`src/rtl/snake_pkg.sv`:
```
// Shared grid geometry, cell/direction codes and FSM encoding for the snake playfield engine.
// Helpers here are pure functions used by both the move logic and the pixel query path.
package snake_pkg;

  localparam int GRID_W     = 40;
  localparam int GRID_H     = 30;
  localparam int CELL_SHIFT = 4;
  localparam int X_PIXELS   = GRID_W << CELL_SHIFT;
  localparam int Y_PIXELS   = GRID_H << CELL_SHIFT;

  typedef enum logic [1:0] {
    CELL_NONE = 2'b00,
    CELL_HEAD = 2'b01,
    CELL_BODY = 2'b10,
    CELL_WALL = 2'b11
  } cell_t;

  typedef enum logic [1:0] {
    DIR_UP    = 2'b00,
    DIR_DOWN  = 2'b01,
    DIR_LEFT  = 2'b10,
    DIR_RIGHT = 2'b11
  } dir_t;

  typedef enum logic [1:0] {
    ST_PLAY  = 2'b00,
    ST_CHECK = 2'b01,
    ST_MOVE  = 2'b10,
    ST_OVER  = 2'b11
  } state_t;

  // Opposite directions share the axis bit and differ in the sign bit.
  function automatic logic is_reverse(input dir_t a, input dir_t b);
    return (a[1] == b[1]) && (a[0] != b[0]);
  endfunction

  function automatic logic on_border(input logic [5:0] col, input logic [4:0] row);
    return (col == 6'd0) || (col >= 6'(GRID_W - 1)) ||
           (row == 5'd0) || (row >= 5'(GRID_H - 1));
  endfunction

endpackage

```
`src/rtl/snake_playfield_engine_if.sv`:
```
// Control, apple, pixel-query and status signals between the game/display side and the engine.
// master drives moves and queries; slave is the engine.
interface snake_playfield_engine_if;

  logic       step;
  logic [1:0] dir_in;
  logic [5:0] apple_x;
  logic [4:0] apple_y;
  logic [9:0] x_pos;
  logic [9:0] y_pos;
  logic [1:0] snake;
  logic [5:0] head_x;
  logic [4:0] head_y;
  logic [5:0] length;
  logic       apple_eaten;
  logic       game_over;

  modport master (
    output step, dir_in, apple_x, apple_y, x_pos, y_pos,
    input  snake, head_x, head_y, length, apple_eaten, game_over
  );

  modport slave (
    input  step, dir_in, apple_x, apple_y, x_pos, y_pos,
    output snake, head_x, head_y, length, apple_eaten, game_over
  );

endinterface

```
`src/rtl/snake_cell_match.sv`:
```
// Parallel compare of one grid cell against the first count entries of the segment list.
// Purely combinational; index 0 is reported as head, the rest as body.
module snake_cell_match #(
  parameter int MAX_LEN = 16
) (
  input  logic [5:0] col,
  input  logic [4:0] row,
  input  logic [5:0] seg_x [MAX_LEN],
  input  logic [4:0] seg_y [MAX_LEN],
  input  logic [5:0] count,
  output logic       head_hit,
  output logic       body_hit
);

  always_comb begin
    head_hit = (count != 6'd0) && (seg_x[0] == col) && (seg_y[0] == row);
    body_hit = 1'b0;
    for (int i = 1; i < MAX_LEN; i++) begin
      if ((6'(i) < count) && (seg_x[i] == col) && (seg_y[i] == row)) begin
        body_hit = 1'b1;
      end
    end
  end

endmodule

```
`src/rtl/snake_playfield_engine.sv`:
```
// Snake game state on a 40x30 grid: step -> CHECK -> MOVE commit (results visible 3 cycles after step),
// plus a registered 1-cycle pixel query returning NONE/HEAD/BODY/WALL.
module snake_playfield_engine
  import snake_pkg::*;
#(
  parameter int MAX_LEN = 16,
  parameter int START_X = 20,
  parameter int START_Y = 15
) (
  input logic                   clk,
  input logic                   reset,
  snake_playfield_engine_if.slave bus
);

  state_t     state_q, state_d;
  dir_t       cur_dir_q, cur_dir_d;
  dir_t       pend_dir_q, pend_dir_d;
  logic [5:0] seg_x_q [MAX_LEN];
  logic [5:0] seg_x_d [MAX_LEN];
  logic [4:0] seg_y_q [MAX_LEN];
  logic [4:0] seg_y_d [MAX_LEN];
  logic [5:0] length_q, length_d;
  logic [5:0] nxt_x_q, nxt_x_d;
  logic [4:0] nxt_y_q, nxt_y_d;
  logic       hit_q, hit_d;
  logic       eat_q, eat_d;
  logic       apple_eaten_q, apple_eaten_d;
  logic       game_over_q, game_over_d;
  cell_t      snake_q, snake_d;

  logic [5:0] q_col;
  logic [4:0] q_row;
  logic       q_in_range;
  logic       q_head, q_body;

  logic       chk_eat;
  logic       chk_grow;
  logic [5:0] chk_count;
  logic       self_head, self_body;

  assign q_col      = bus.x_pos[9:4];
  assign q_row      = bus.y_pos[8:4];
  assign q_in_range = (bus.x_pos < 10'(X_PIXELS)) && (bus.y_pos < 10'(Y_PIXELS));

  snake_cell_match #(.MAX_LEN(MAX_LEN)) u_query_match (
    .col      (q_col),
    .row      (q_row),
    .seg_x    (seg_x_q),
    .seg_y    (seg_y_q),
    .count    (length_q),
    .head_hit (q_head),
    .body_hit (q_body)
  );

  // The tail cell is vacated by the shift unless this move also grows the snake.
  assign chk_eat   = (nxt_x_q == bus.apple_x) && (nxt_y_q == bus.apple_y);
  assign chk_grow  = chk_eat && (length_q < 6'(MAX_LEN));
  assign chk_count = chk_grow ? length_q : (length_q - 6'd1);

  snake_cell_match #(.MAX_LEN(MAX_LEN)) u_self_match (
    .col      (nxt_x_q),
    .row      (nxt_y_q),
    .seg_x    (seg_x_q),
    .seg_y    (seg_y_q),
    .count    (chk_count),
    .head_hit (self_head),
    .body_hit (self_body)
  );

  always_comb begin
    state_d       = state_q;
    cur_dir_d     = cur_dir_q;
    pend_dir_d    = pend_dir_q;
    seg_x_d       = seg_x_q;
    seg_y_d       = seg_y_q;
    length_d      = length_q;
    nxt_x_d       = nxt_x_q;
    nxt_y_d       = nxt_y_q;
    hit_d         = hit_q;
    eat_d         = eat_q;
    apple_eaten_d = 1'b0;
    game_over_d   = game_over_q;

    if (!is_reverse(dir_t'(bus.dir_in), cur_dir_q)) begin
      pend_dir_d = dir_t'(bus.dir_in);
    end

    case (state_q)
      ST_PLAY: begin
        if (bus.step) begin
          cur_dir_d = pend_dir_q;
          nxt_x_d   = seg_x_q[0];
          nxt_y_d   = seg_y_q[0];
          case (pend_dir_q)
            DIR_UP:    nxt_y_d = seg_y_q[0] - 5'd1;
            DIR_DOWN:  nxt_y_d = seg_y_q[0] + 5'd1;
            DIR_LEFT:  nxt_x_d = seg_x_q[0] - 6'd1;
            default:   nxt_x_d = seg_x_q[0] + 6'd1;
          endcase
          state_d = ST_CHECK;
        end
      end
      ST_CHECK: begin
        hit_d   = on_border(nxt_x_q, nxt_y_q) || self_head || self_body;
        eat_d   = chk_eat;
        state_d = ST_MOVE;
      end
      ST_MOVE: begin
        if (hit_q) begin
          game_over_d = 1'b1;
          state_d     = ST_OVER;
        end else begin
          for (int i = MAX_LEN - 1; i > 0; i--) begin
            seg_x_d[i] = seg_x_q[i-1];
            seg_y_d[i] = seg_y_q[i-1];
          end
          seg_x_d[0] = nxt_x_q;
          seg_y_d[0] = nxt_y_q;
          if (eat_q) begin
            apple_eaten_d = 1'b1;
            if (length_q < 6'(MAX_LEN)) begin
              length_d = length_q + 6'd1;
            end
          end
          state_d = ST_PLAY;
        end
      end
      default: state_d = ST_OVER;
    endcase
  end

  // Query sees the segment registers as they stand this cycle, i.e. pre-commit during MOVE.
  always_comb begin
    snake_d = CELL_NONE;
    if (q_in_range) begin
      if (on_border(q_col, q_row)) begin
        snake_d = CELL_WALL;
      end else if (q_head) begin
        snake_d = CELL_HEAD;
      end else if (q_body) begin
        snake_d = CELL_BODY;
      end
    end
  end

  always_ff @(posedge clk) begin
    if (reset) begin
      state_q    <= ST_PLAY;
      cur_dir_q  <= DIR_RIGHT;
      pend_dir_q <= DIR_RIGHT;
      for (int i = 0; i < MAX_LEN; i++) begin
        seg_x_q[i] <= (i < 3) ? 6'(START_X - i) : 6'd0;
        seg_y_q[i] <= (i < 3) ? 5'(START_Y) : 5'd0;
      end
      length_q      <= (MAX_LEN < 3) ? 6'(MAX_LEN) : 6'd3;
      nxt_x_q       <= 6'd0;
      nxt_y_q       <= 5'd0;
      hit_q         <= 1'b0;
      eat_q         <= 1'b0;
      apple_eaten_q <= 1'b0;
      game_over_q   <= 1'b0;
      snake_q       <= CELL_NONE;
    end else begin
      state_q       <= state_d;
      cur_dir_q     <= cur_dir_d;
      pend_dir_q    <= pend_dir_d;
      seg_x_q       <= seg_x_d;
      seg_y_q       <= seg_y_d;
      length_q      <= length_d;
      nxt_x_q       <= nxt_x_d;
      nxt_y_q       <= nxt_y_d;
      hit_q         <= hit_d;
      eat_q         <= eat_d;
      apple_eaten_q <= apple_eaten_d;
      game_over_q   <= game_over_d;
      snake_q       <= snake_d;
    end
  end

  assign bus.snake       = snake_q;
  assign bus.head_x      = seg_x_q[0];
  assign bus.head_y      = seg_y_q[0];
  assign bus.length      = length_q;
  assign bus.apple_eaten = apple_eaten_q;
  assign bus.game_over   = game_over_q;

endmodule

```
`src/flat_wrapper.sv`:
```
// flat-port wrapper written by rule: the top's interface ports become plain ports
module snake_playfield_engine_flat import snake_pkg::*;
#(
  parameter int MAX_LEN = 16,
  parameter int START_X = 20,
  parameter int START_Y = 15
)
  (clk, reset, bus_step, bus_dir_in, bus_apple_x, bus_apple_y, bus_x_pos, bus_y_pos, bus_snake, bus_head_x, bus_head_y, bus_length, bus_apple_eaten, bus_game_over);
  snake_playfield_engine_if bus_i ();
  input logic clk;
  input logic reset;
  input wire logic [$bits(bus_i.step)-1:0] bus_step;
  input wire logic [$bits(bus_i.dir_in)-1:0] bus_dir_in;
  input wire logic [$bits(bus_i.apple_x)-1:0] bus_apple_x;
  input wire logic [$bits(bus_i.apple_y)-1:0] bus_apple_y;
  input wire logic [$bits(bus_i.x_pos)-1:0] bus_x_pos;
  input wire logic [$bits(bus_i.y_pos)-1:0] bus_y_pos;
  output wire logic [$bits(bus_i.snake)-1:0] bus_snake;
  output wire logic [$bits(bus_i.head_x)-1:0] bus_head_x;
  output wire logic [$bits(bus_i.head_y)-1:0] bus_head_y;
  output wire logic [$bits(bus_i.length)-1:0] bus_length;
  output wire logic [$bits(bus_i.apple_eaten)-1:0] bus_apple_eaten;
  output wire logic [$bits(bus_i.game_over)-1:0] bus_game_over;
  assign bus_i.step = bus_step;
  assign bus_i.dir_in = bus_dir_in;
  assign bus_i.apple_x = bus_apple_x;
  assign bus_i.apple_y = bus_apple_y;
  assign bus_i.x_pos = bus_x_pos;
  assign bus_i.y_pos = bus_y_pos;
  assign bus_snake = bus_i.snake;
  assign bus_head_x = bus_i.head_x;
  assign bus_head_y = bus_i.head_y;
  assign bus_length = bus_i.length;
  assign bus_apple_eaten = bus_i.apple_eaten;
  assign bus_game_over = bus_i.game_over;
  snake_playfield_engine #(.MAX_LEN(MAX_LEN), .START_X(START_X), .START_Y(START_Y)) u_core (.clk(clk), .reset(reset), .bus(bus_i));
endmodule
```
`config.mk`:
```
export PLATFORM = sky130hd
export DESIGN_NAME = snake_playfield_engine_flat
export DESIGN_NICKNAME = d
export VERILOG_FILES = /design/src/rtl/snake_pkg.sv /design/src/rtl/snake_playfield_engine_if.sv /design/src/rtl/snake_cell_match.sv /design/src/rtl/snake_playfield_engine.sv /design/src/flat_wrapper.sv
export SDC_FILE = /design/constraint.sdc
export NUM_CORES = 1
export LEC_CHECK = 0
export ABC_AREA = 1
export CORE_UTILIZATION = 50
export DETAILED_ROUTE_END_ITERATION = 6
export PLACE_DENSITY = 0.7
export SETUP_SLACK_MARGIN = 0.15
export SLEW_MARGIN = 20
export SYNTH_ARGS = -nofsm -noshare
export SYNTH_HDL_FRONTEND = slang
export SYNTH_HIERARCHICAL = 1
export SYNTH_SLANG_ARGS = --single-unit
```
`constraint.sdc`:
```
create_clock -name clk -period 2.8 [get_ports clk]
set_input_delay 0.28 -clock clk [delete_from_list [all_inputs] [get_ports clk]]
set_output_delay 0.28 -clock clk [all_outputs]
set_load 0.005 [all_outputs]
```
Word level (Yosys, flattened, before mapping)
Index checks and enable logic that the tools add are counted.
{ "classes": {"add_sub_neg": 6, "multipliers": 0, "n_div": 0, "n_lt_le_gt_ge": 37, "eq_ne": 73, "n_shift": 0, "n_mux": 40, "bitwise_logic": 3, "reduce_logical": 91} }
{ "ops": {"columns": ["operator", "n"], "rows": [
  ["== test 6 bit", 33],
  ["== test 5 bit", 33],
  ["less-than comparator 4 x 6 -> 1 bit (first input constant)", 16],
  ["logical AND 1 bit", 68],
  ["less-than comparator 3 x 6 -> 1 bit (first input constant)", 8],
  ["2-to-1 mux 1 bit", 31],
  ["less-than comparator 2 x 6 -> 1 bit (first input constant)", 4],
  ["adder 6 x 1 -> 6 bit (second input constant)", 2],
  [">= comparator 6 bit (second input constant)", 2],
  ["zero test 6 bit", 2],
  ["less-than comparator 1 x 6 -> 1 bit (first input constant)", 2],
  ["case mux 6 bit (2 select lines)", 1],
  ["nonzero test 6 bit", 2],
  ["subtractor 6 x 1 -> 6 bit (second input constant)", 2],
  [">= comparator 5 bit (second input constant)", 2],
  ["zero test 5 bit", 2],
  ["less-than comparator 10 bit (second input constant)", 1],
  ["less-than comparator 10 x 9 -> 1 bit (second input constant)", 1],
  ["2-to-1 mux 2 bit", 5],
  ["case mux 5 bit (2 select lines)", 1],
  ["logical OR 1 bit", 8],
  ["less-than comparator 6 x 5 -> 1 bit (second input constant)", 1],
  ["2-to-1 mux 6 bit", 1],
  ["case mux 2 bit (3 select lines)", 1],
  ["other kinds (13)", 21]
]} }
{ "word_totals": {"ff_bits": 205, "latchBits": 0, "ram_bits": 0, "romBits": 0, "inputBits": 36, "out_inout_bits": 21, "n_memories": 0} }

Depth between registers and ports, before layout
{ "depth": {"word_depth": 23, "depth_mapped": 22} }

Cells and area by module
Netlist, hierarchy kept.
{ "modules_own_cells": {"columns": ["mod", "n_inst", "cells_each", "area_per_inst_um2"], "rows": [
  ["snake_playfield_engine", 1, 1054, 7996.4],
  ["snake_cell_match", 2, 692, 3244.4]
]} }

Worst setup path before layout
Ideal clock, no wire load.
{ "synth_path": {"path_kind": "reg2reg", "from": "register u_core.nxt_x_q[1]", "to": "register u_core.hit_q", "setup_ns": 0.131, "arrival_time_ns": 2.448, "t_required_ns": 2.669, "setup_slack_ns": 0.221, "path_stages_with_launch": 18, "n_path_buf": 0, "period_less_slack_ns": 2.579, "cell_sequence": "dfxtp_1 > xnor2_1 > nand2_1 > nor4_4 > nand3_4 > nand2_1 > o21ai_1 > or2_2 > a21oi_1 > nor2_1 > nand2_1 > nand2_1 > inv_1 > nand2_1 > nor2_1 > nand2_1 > nor4_1 > a31oi_1"} }
{ "synth_between": {"elab_chain_len": 23, "elab_cells_between_ends": 90} }
{ "synth_rtl": {"columns": ["item", "line_no", "rtl"], "rows": [
  ["start: declaration", "snake_playfield_engine.sv:23", "logic [5:0] nxt_x_q, nxt_x_d;"],
  ["start signal: assignment", "snake_playfield_engine.sv:170", "nxt_x_q <= nxt_x_d;"],
  ["== test 6 bit *", "snake_playfield_engine.sv:56", "assign chk_eat = (nxt_x_q == bus.apple_x) && (nxt_y_q == bus.apple_y);"],
  ["logical AND 1 bit *", "snake_playfield_engine.sv:56", null],
  ["logical AND 1 bit *", "snake_playfield_engine.sv:57", "assign chk_grow = chk_eat && (length_q < 6'(MAX_LEN));"],
  ["2-to-1 mux 6 bit *", "snake_playfield_engine.sv:58", "assign chk_count = chk_grow ? length_q : (length_q - 6'd1);"],
  ["via u_core.chk_count[1]", "snake_playfield_engine.sv:38", "logic [5:0] chk_count;"],
  ["less-than comparator 1 x 6 -> 1 bit", "snake_cell_match.sv:19", "if ((6'(i) < count) && (seg_x[i] == col) && (seg_y[i] == row)) begin"],
  ["logical AND 1 bit (2 in a row)", "snake_cell_match.sv:19", null],
  ["2-to-1 mux 1 bit (14 in a row)", "snake_cell_match.sv:19", null],
  ["2-to-1 mux 1 bit *", "snake_cell_match.sv:19", null],
  ["via u_core.self_body", "snake_playfield_engine.sv:39", "logic self_head, self_body;"],
  ["logical OR 1 bit *", "snake_playfield_engine.sv:104", "hit_d = on_border(nxt_x_q, nxt_y_q) || self_head || self_body;"],
  ["end signal: assignment", "snake_playfield_engine.sv:172", "hit_q <= hit_d;"],
  ["end: declaration", "snake_playfield_engine.sv:25", "logic hit_q, hit_d;"]
]} }
Mark *: on every way through the listed nets, which the timed path passes. The rest lies on a longest branch.
A chain may end at the register's enable or synchronous reset.

Worst setup path in the final report
{ "layout_path": {"from": "register u_core.nxt_y_q[1]", "to": "register u_core.hit_q"} }
{ "layout_between": {"elab_chain_len": 23, "elab_cells_between_ends": 89} }
{ "layout_rtl": {"columns": ["item", "line_no", "rtl"], "rows": [
  ["start: declaration", "snake_playfield_engine.sv:24", "logic [4:0] nxt_y_q, nxt_y_d;"],
  ["start signal: assignment", "snake_playfield_engine.sv:171", "nxt_y_q <= nxt_y_d;"],
  ["== test 5 bit *", "snake_playfield_engine.sv:56", null],
  ["logical AND 1 bit *", "snake_playfield_engine.sv:56", null],
  ["logical AND 1 bit *", "snake_playfield_engine.sv:57", null],
  ["2-to-1 mux 6 bit *", "snake_playfield_engine.sv:58", null],
  ["via u_core.chk_count[4]", "snake_playfield_engine.sv:38", null],
  ["less-than comparator 1 x 6 -> 1 bit", "snake_cell_match.sv:19", null],
  ["logical AND 1 bit (2 in a row)", "snake_cell_match.sv:19", null],
  ["2-to-1 mux 1 bit (14 in a row)", "snake_cell_match.sv:19", null],
  ["2-to-1 mux 1 bit *", "snake_cell_match.sv:19", null],
  ["via u_core.self_body", "snake_playfield_engine.sv:39", null],
  ["logical OR 1 bit *", "snake_playfield_engine.sv:104", null]
]} }
Marks and branches as above.

==> run summary <==
Status = completed
CP max stage cell = dfxtp_1
Slew margin rel. = 63.9%
Clock power frac = 39.2%
Largest net degree at the start of global routing = 100
Clk sinks = 205
Max clock buf depth = 3
Die width = 172 um
Sw power = 2.69 mW
Synthesis-stage register bit count = 205
Via density = 5.22
Finished Cell Area = 16100 um^2
Hold Fails Final Rpt = 0
R2R Path End = u_core/hit_q
Library cells used by synthesis = 40
Initial core utilization = 51.4%
Initial DRC count = 1344
DP HPWL = 37100 um
Cts hold-fix bufs = 0
Routed WL = 51700 um
Pleak = 7.29 nW
Die H = 172 um
H-tree lvl count = 1
Layout Skew = 0.0101 ns
RSZ-0062 raised after global routing = yes
Diodes inserted = 0
Critical path startpoint = u_core/nxt_y_q[1]
Total grt overflow = 0
Clk root buf = clkbuf_16
Final nets = 2500
Detail Route Antenna Nets = 0
RR Startpoint = u_core/nxt_y_q[1]
# IOs = 57
Slew @ Worst Pin = 0.540 ns
Initial antenna violation count = 0
Cell taking the most area after synthesis = dfxtp_1
Syn_area_per_cell = 5.94 um^2
Final setup fails = 0
Number of clock buffers inserted by TritonCTS = 25
Max Cap Viol = 0
Worst Hold Path EP = u_core/pend_dir_q[1]
Most frequent CP cell = nand2_1
Sequential power share = 38.5%
Cell area power density = 514 nW/um^2
Syn Std Cell Area = 14500 um^2
Number of port buffers = 48
Syn Inst Count = 2438
CP max stage delay = 0.31 ns
Logic gate share of total power = 22.3%
First-pass GRT wire length = 77500 um
Commonest non-fill, non-tap cell in the layout = nand2_1
Clk slew on worst S/H paths = 0.06 ns
Placer congestion estimate = 1.01
Final worst path period share = 96.0%
Seq/Total Area, Yosys = 28.3%
Core Util, Final = 57.0%
R2R setup slack = 0.11 ns
VDD IR-drop max = 0.000421 V
Area contributors post-synth = dfxtp_1, nand2_1, nor2_1
Min Hold Slack = 0.416 ns
Switching Share = 32.6%
Min-Delay Path Class = in2reg
Setup crit end kind = flop
Crit-path cells = inv_2, or2_2, nand4_1, buf_4, nor4_4, nand3_4, nand2_1, inv_1, nor2_4, buf_4, nand2_1, nand2_1, nor2_1, nand2_1, nor2_1, nor2_1, nand2_1, nor2_2, nand2_1, nor4_2, a31oi_1
Critical path required time = 3.20 ns
FILL cells = 2829
Tmin final = 2.69 ns
DRC Markers = 0
Synth warn = 6
Place WS = -0.529 ns
Via Count = 14901
Worst Path Arrival = 3.09 ns
Area growth from synthesis to layout = 10.8%
Clock Latency Late Sink = 0.53 ns
CP max FO = 8
Min-delay src = bus_dir_in[1]
Maximum clock frequency = 0.372 GHz
Core box area = 28200 um^2
CP Launch Type = flop
Slew Viols, Final = 0
Num rows = 61
Main synth FF type = dfxtp_1
Total Power = 8.25 mW
PnR worst setup slack = 0.112 ns
Syn nets = 2481
All-layer global routing usage = 34.9%
First-pass detailed-route iteration total = 7
Power Internal = 5.56 mW
Die ar. = 29700 um^2
Synth top area share = 28.3%
R2R depth = 21
Worst Setup Path Type = reg2reg
Proportion of layout cells with a drive suffix above 1 = 6.02%
WL per Instance = 18.1 um
CTS tree = built
Depth of the worst hold-timing path = 3
Post-DP Area = 15200 um^2
Vias in the first global route = 13005
Post-synth EDFFs = 0
Most frequent cells in the layout = nand2_1, nor2_1, inv_1, dfxtp_1, o21ai_0
FFs w/ async S/R, synth = 0%
## metrics by stage
step | cells | setup TNS (ns)
detailed placement | 2807 | -0.529
finish | 2852 | 0
CTS | 2851 | 0
global placement | 2807 | -0.489
floorplan | 2438 | 0
global route | 2852 | -0.151
## metal layers
| layer | global-route usage, % | part of all wire [%] |
|---|---|---|
| met1 | 46.0 | 43 |
| met2 | 58.6 | 46 |
| met3 | 4.12 | 7.4 |
| met4 | 11.9 | 3.8 |
| met5 | 0 | 0 |
## worst max-delay path: cells and delay by family, from the launching register on
kind            cells  cell delay, ns
simple gates       16            1.69
flops               1            0.31
buf+inv             4            0.46
compound gates      1            0.10
## state kept, by name, indices dropped and copies added, names as in the netlist
| register | cells |
|---|---|
| u_core/nxt_x_q | 6 |
| u_core/nxt_y_q | 5 |
| u_core/bus.apple_eaten | 1 |
| u_core/cur_dir_q | 2 |
| u_core/eat_q | 1 |
| u_core/bus.head_x | 6 |
| u_core/bus.head_y | 5 |
| u_core/bus.snake | 2 |
| u_core/bus.length | 6 |
| u_core/seg_x_q | 90 |
| u_core/state_q | 2 |
| u_core/pend_dir_q | 2 |
| u_core/hit_q | 1 |
| u_core/seg_y_q | 75 |
| u_core/bus.game_over | 1 |
## logic make-up after synthesis
| group | after synthesis | share of synthesized area, % |
|---|---|---|
| AOI/OAI and AO/OA | 241 | 8.85 |
| xor gates and xnor gates | 185 | 11.2 |
| adders and majority gates | 7 | 0.656 |
| buffers and inverters | 405 | 13.4 |
| DFF | 205 | 28.3 |
| and+or+nand+nor | 1395 | 37.6 |
## worst max path at each step
| stage | endpoint | slack (ns) | cells after the start |
|---|---|---|---|
| 3_3_place_gp | u_core/hit_q | -0.49 | 23 |
| 5_1_grt | u_core/hit_q | -0.15 | 21 |
| 2_1_floorplan | u_core/hit_q | 0.22 | 17 |
| 3_5_place_dp | u_core/hit_q | -0.53 | 22 |
| 6_report | u_core/hit_q | 0.11 | 21 |
| 4_1_cts | u_core/hit_q | 0.01 | 21 |
## synth_stat cells (all sizes together) (3+ instances only)
| cell type | n |
|---|---|
| nand2 | 776 |
| nor2 | 520 |
| inv | 282 |
| dfxtp | 205 |
| o21ai | 176 |
| xnor2 | 103 |
| xor2 | 82 |
| buf | 75 |
| nand3 | 64 |
| clkbuf | 47 |
| a21oi | 39 |
| o211ai | 16 |
| nand4 | 11 |
| or2 | 9 |
| nor3 | 8 |
| ha | 6 |
| nor4 | 6 |
| a31oi | 3 |
## power groups by stage
stage | clock network [mW] | logic, mW | registers (mW)
after floorplan | 0 | 1.25 | 3.20
after global placement | 0 | 1.77 | 3.23
after detailed placement | 0 | 1.78 | 3.24
after CTS | 3.27 | 1.79 | 3.18
after global routing | 3.40 | 1.99 | 3.19
final | 3.23 | 1.84 | 3.18
## area by class of cell
class / instances / area [um^2] / area share, %
timing repair buffer: 114 / 1090 / 6.78
multi-input combinational: 1828 / 8500 / 53.0
inverter: 283 / 1070 / 6.70
clock buffer: 36 / 737 / 4.59
clock inverter: 8 / 71.3 / 0.444
sequential: 205 / 4100 / 25.6
tap: 378 / 473 / 2.95
## timing repair
item / in CTS / in global routing
pin swaps: 4 / 3
buffers inserted: 0 / 1
endpoints found under the setup margin: 1 / 1
gates resized for setup: 11 / 3
(Power assumes the default switching activity.)
